File: src/rtl/div_unit.sv
// Multi-cycle 32-bit restoring divider (signed/unsigned) with annul and synchronous reset.
// Optional divide-by-zero flag output dbz_o is enabled by defining DIV_BYZERO_FLAG_EN.
module div_unit (
   input  logic        clk,
   input  logic        rst,
   input  logic        signed_div_i,
   input  logic [31:0] opdata1_i,
   input  logic [31:0] opdata2_i,
   input  logic        start_i,
   input  logic        annul_i,
   output logic [63:0] result_o,
   output logic        ready_o,
`ifdef DIV_BYZERO_FLAG_EN
   output logic        dbz_o,
`endif
   output logic        stallreq_o
);

   typedef enum logic [1:0] {
      IDLE   = 2'd0,
      BYZERO = 2'd1,
      ON     = 2'd2,
      END    = 2'd3
   } state_t;

   state_t      state_r, state_s;
   logic [5:0]  cnt_r, cnt_s;
   logic [64:0] work_r, work_s;
   logic [31:0] divisor_r, divisor_s;
   logic        neg_q_r, neg_q_s;
   logic        neg_rem_r, neg_rem_s;
   logic [63:0] result_s;
   logic        ready_s;
   logic [32:0] diff_s;
`ifdef DIV_BYZERO_FLAG_EN
   logic        byzero_r, byzero_s;
   logic        dbz_s;
`endif

   function automatic logic [31:0] magnitude(input logic neg, input logic [31:0] v);
      return neg ? (32'd0 - v) : v;
   endfunction

   // Trial subtraction of the divisor from the upper partial remainder.
   assign diff_s = {1'b0, work_r[63:32]} - {1'b0, divisor_r};

   assign stallreq_o = start_i & ~ready_o & ~annul_i;

   // Next-state, datapath and registered-output next values.
   always_comb begin
      state_s   = state_r;
      cnt_s     = cnt_r;
      work_s    = work_r;
      divisor_s = divisor_r;
      neg_q_s   = neg_q_r;
      neg_rem_s = neg_rem_r;
      result_s  = result_o;
      ready_s   = ready_o;
`ifdef DIV_BYZERO_FLAG_EN
      byzero_s  = byzero_r;
      dbz_s     = dbz_o;
`endif
      case (state_r)
         IDLE: begin
            ready_s  = 1'b0;
            result_s = 64'd0;
`ifdef DIV_BYZERO_FLAG_EN
            dbz_s    = 1'b0;
`endif
            if (start_i && !annul_i) begin
               cnt_s     = 6'd0;
               divisor_s = magnitude(signed_div_i & opdata2_i[31], opdata2_i);
               neg_q_s   = signed_div_i & (opdata1_i[31] ^ opdata2_i[31]);
               neg_rem_s = signed_div_i & opdata1_i[31];
               work_s    = {32'd0, magnitude(signed_div_i & opdata1_i[31], opdata1_i), 1'b0};
`ifdef DIV_BYZERO_FLAG_EN
               byzero_s  = (opdata2_i == 32'd0);
`endif
               if (opdata2_i == 32'd0) begin
                  state_s = BYZERO;
               end else begin
                  state_s = ON;
               end
            end else begin
               state_s = IDLE;
            end
         end
         BYZERO: begin
            if (annul_i) begin
               state_s = IDLE;
            end else begin
               state_s = END;
               work_s  = 65'd0;
            end
         end
         ON: begin
            if (annul_i) begin
               state_s  = IDLE;
               cnt_s    = 6'd0;
               ready_s  = 1'b0;
               result_s = 64'd0;
            end else if (cnt_r != 6'd32) begin
               cnt_s = cnt_r + 6'd1;
               if (diff_s[32]) begin
                  work_s = {work_r[63:0], 1'b0};
               end else begin
                  work_s = {diff_s[31:0], work_r[31:0], 1'b1};
               end
            end else begin
               // Quotient sits in [31:0], remainder in [64:33]; apply signs here.
               work_s[31:0]  = magnitude(neg_q_r, work_r[31:0]);
               work_s[64:33] = magnitude(neg_rem_r, work_r[64:33]);
               cnt_s         = 6'd0;
               state_s       = END;
            end
         end
         END: begin
            if (annul_i || !start_i) begin
               state_s  = IDLE;
               ready_s  = 1'b0;
               result_s = 64'd0;
`ifdef DIV_BYZERO_FLAG_EN
               dbz_s    = 1'b0;
`endif
            end else begin
               ready_s  = 1'b1;
               result_s = {work_r[64:33], work_r[31:0]};
`ifdef DIV_BYZERO_FLAG_EN
               dbz_s    = byzero_r;
`endif
            end
         end
         default: begin
            state_s = IDLE;
         end
      endcase
   end

   // State, datapath and output registers with synchronous reset.
   always_ff @(posedge clk) begin
      if (rst) begin
         state_r   <= IDLE;
         cnt_r     <= 6'd0;
         work_r    <= 65'd0;
         divisor_r <= 32'd0;
         neg_q_r   <= 1'b0;
         neg_rem_r <= 1'b0;
         result_o  <= 64'd0;
         ready_o   <= 1'b0;
`ifdef DIV_BYZERO_FLAG_EN
         byzero_r  <= 1'b0;
         dbz_o     <= 1'b0;
`endif
      end else begin
         state_r   <= state_s;
         cnt_r     <= cnt_s;
         work_r    <= work_s;
         divisor_r <= divisor_s;
         neg_q_r   <= neg_q_s;
         neg_rem_r <= neg_rem_s;
         result_o  <= result_s;
         ready_o   <= ready_s;
`ifdef DIV_BYZERO_FLAG_EN
         byzero_r  <= byzero_s;
         dbz_o     <= dbz_s;
`endif
      end
   end

endmodule

File: config.mk
export PLATFORM = sky130hd
export DESIGN_NAME = div_unit
export DESIGN_NICKNAME = d
export VERILOG_FILES = /design/src/rtl/div_unit.sv
export SDC_FILE = /design/constraint.sdc
export NUM_CORES = 1
export LEC_CHECK = 0
export BUFFER_PORTS_ARGS = -buffer_cell sky130_fd_sc_hd__buf_2
export CAP_MARGIN = 20
export CELL_PAD_IN_SITES_DETAIL_PLACEMENT = 2
export CELL_PAD_IN_SITES_GLOBAL_PLACEMENT = 2
export CORE_AREA = 5 5 188 190
export DETAILED_ROUTE_END_ITERATION = 8
export DIE_AREA = 0 0 193 195
export GPL_ROUTABILITY_DRIVEN = 0
export HOLD_SLACK_MARGIN = 0.03
export PLACE_DENSITY_LB_ADDON = 0.1
export SYNTH_ARGS = -nofsm -noshare
export SYNTH_HDL_FRONTEND = slang
export SYNTH_SLANG_ARGS = --single-unit
File: constraint.sdc
create_clock -name clk -period 4.1 [get_ports clk]
set_input_delay 0.205 -clock clk [delete_from_list [all_inputs] [get_ports clk]]
set_output_delay 0.205 -clock clk [all_outputs]
set_load 0.05 [all_outputs]
==> results.json <==
{
  "status": "finished, final reports clean",
  "min_period_over_period_pct": 90.9,
  "arrival_ns": 4.05,
  "clkLatencyLatePin_ns": 0.46,
  "cts.path.max_buffers": 2,
  "slew_viol_final": 0,
  "row_count": 67,
  "layout-drive-gt1-share_pct": 13.6,
  "syn_to_final_growth_pct": 14.9,
  "diodes": 0,
  "required_ns": 4.43,
  "h-tree-depth": 4,
  "holdCritPathClass": "primary input to flip-flop",
  "synth_warnings": 0,
  "drtIter0Drc": 554,
  "cts_setup_buffers": 0,
  "final_nets": 1704,
  "ioPinCount": 135,
  "track_usage_pct": 23.2,
  "cts_hold_buffers": 0,
  "path_max_fanout": 25,
  "dp_cells": 2019,
  "ir_worst_vdd_v": 0.000295,
  "max_slew_margin_pct": 35.5,
  "grt_pass1_vias": 12220,
  "drc": 0,
  "tightest_slew_ns": 0.961,
  "crit_type": "flip-flop to flip-flop",
  "final_cells": 2051,
  "synth-edff-count": 0,
  "synth-seq-area-share_pct": 30.6,
  "max_freq_mhz": 268,
  "die_w_um": 193,
  "cp-start-kind": "flip-flop",
  "clk_pin_slew_worst_paths_ns": 0.07,
  "cap_violations": 0,
  "ys_ff_latch": 172,
  "viasPerCell": 5.67,
  "ys_types": 69,
  "die_h_um": 195,
  "antenna_found_initial": 1,
  "synthArstFlopShare_pct": 0,
  "avgSynthCellArea_sq_um": 7.47,
  "cp-end-kind": "flip-flop",
  "post-route-util_pct": 38.9,
  "wl_per_cell_um": 21.6,
  "syn_nets": 1621,
  "dpl.hpwl_um": 32700,
  "routed_wl_um": 44200,
  "synth_top_area_share_pct": 30.6,
  "fin_skew_ns": 0.0126,
  "setup-tns-final_ns": 0,
  "port_buffers": 134,
  "cts_resized": 0,
  "total_leakage_power_nw": 5.10,
  "drtPass1Iterations": 5,
  "synth_largest_area_cell": "dfxtp_1",
  "numCtsBuffers": 17,
  "hold_ws_ns": 0.0687,
  "ys.flop_type": "dfxtp_1",
  "synth_area_leaders": "dfxtp_1, nor2_1, a21oi_1",
  "ant_nets": 0,
  "rsz0062_at_grt": "false",
  "die-area_sq_um": 37600,
  "grt_pass1_wl_um": 69600,
  "setup_viol": 0,
  "cts_tree": "done",
  "min_period_ns": 3.73,
  "vias": 11639,
  "hold_viol": 0,
  "overflow": 0,
  "dpl_cell_area_sq_um": 12400,
  "syn_area_sq_um": 11300,
  "cts-root-buf": "clkbuf_16",
  "start_util_pct": 33.8,
  "cts_sinks": 172,
  "synth_cells": 1507,
  "grt_start_max_net_pins": 66,
  "post-route-cell-area_sq_um": 12900,
  "powerDensity_nw_per_um2": 340,
  "coreArea_sq_um": 33300
}
## final cells by class
| cell class | count | area [sq um] |
|---|---|---|
| timing repair buffer | 164 | 923 |
| multi-input combinational | 1174 | 7190 |
| sequential | 172 | 3440 |
| clock buffer | 21 | 470 |
| inverter | 61 | 229 |
| clock inverter | 11 | 111 |
| tap | 448 | 561 |
| fill | 3975 | 20300 |
## worst max-delay path: stages, from the launching register on
cell	delay, ns
dfxtp_1	0.35
inv_1	0.07
ha_1	0.21
fa_1	0.41
nor2b_1	0.22
o2111ai_2	0.17
a31oi_1	0.27
a211o_1	0.27
a21o_1	0.21
a311o_2	0.61
buf_4	0.36
o21ai_0	0.13
a21oi_1	0.20
o22ai_1	0.10
## cells in the final DEF (no fill, tap or decap), drive strengths merged, types with 5 or more instances in the layout
cell,netlist,final
o21a,6,6
o22ai,11,11
and2,9,9
inv,61,63
clkbuf,76,21
a311oi,6,6
nor3b,5,5
xor2,38,38
and3,11,11
a21o,16,16
a211oi,34,34
o221ai,19,19
o31a,6,6
o31ai,10,10
nand3b,8,8
nand2b,15,15
or2,5,5
nand3,14,14
o21bai,8,8
nor4,10,10
buf,24,164
o21ai,120,120
ha,44,44
clkinv,0,6
nor2b,16,16
a22oi,75,75
nand2,125,125
mux2i,13,13
nor3,45,45
nor2,218,218
o211ai,16,16
or3,16,16
nand4,8,8
a31oi,14,14
dfxtp,172,172
or4,15,15
xnor2,62,62
a21oi,119,119
## cells in the mapped netlist, types with 9 or more instances
cell type,number
o22ai_1,11
nand2b_1,14
a21oi_1,118
xor2_1,38
mux2i_1,13
nor2b_1,16
a211oi_1,34
inv_1,61
dfxtp_1,172
and3_1,11
o221ai_1,19
buf_1,10
nor2_1,217
and2_1,9
a21o_1,16
o31ai_1,10
nor4_1,9
a31oi_1,14
a22oi_1,75
o211ai_1,16
xnor2_1,62
nor3_1,44
ha_1,44
o21ai_0,115
or3_1,16
or4_1,14
nand3_1,14
buf_2,10
nand2_1,123
clkbuf_1,76
## report_power, final
| part | switching, mW | internal [mW] |
|---|---|---|
| sequential | 0.0989 | 1.74 |
| clock | 0.766 | 0.893 |
| combinational | 0.579 | 0.326 |
## registers in the layout (all words and copies together) (netlist names)
register / flops
result_o: 64
work_r: 65
neg_q_r: 1
ready_o: 1
cnt_r: 6
neg_rem_r: 1
divisor_r: 32
state_r: 2
## worst paths after layout
path / slack [ns] / startpoint / cells after the start / end
setup / recovery: 0.37 / work_r[32] / 13 / work_r[35]
hold / removal: 0.07 / opdata2_i[1] / 3 / divisor_r[1]
setup reg to reg: 0.37 / work_r[32] / 13 / work_r[35]
hold reg to reg: 0.47 / divisor_r[15] / 2 / divisor_r[15]
## metrics by stage
stage,worst slack [ns],power [mW]
after floorplan,1.25,2.46
after global placement,0.614,2.75
after detailed placement,0.474,2.77
after CTS,0.373,4.45
after global routing,0.106,4.61
final,0.374,4.40
## cell families after synthesis
| family | synth area share [%] |
|---|---|
| AOI/OAI and AO/OA | 28.2 |
| xor gates and xnor gates | 7.78 |
| adders and majority gates | 5.07 |
| buffers and inverters | 5.68 |
| DFF | 30.6 |
| muxes | 1.16 |
| and+or+nand+nor | 21.5 |
## metal layers
layer | wire [um] | vias up | track usage [%] | share of wire (%)
met3 | 1450 | 49 | 3.23 | 3.3
li1 | - | 5575 | - | -
met1 | 21400 | 5822 | 32.7 | 48
met4 | 897 | 0 | 6.24 | 2.0
met2 | 20500 | 193 | 37.2 | 46
met5 | 0 | - | 0 | 0
No activity file was read; power rests on OpenSTA's default activity.
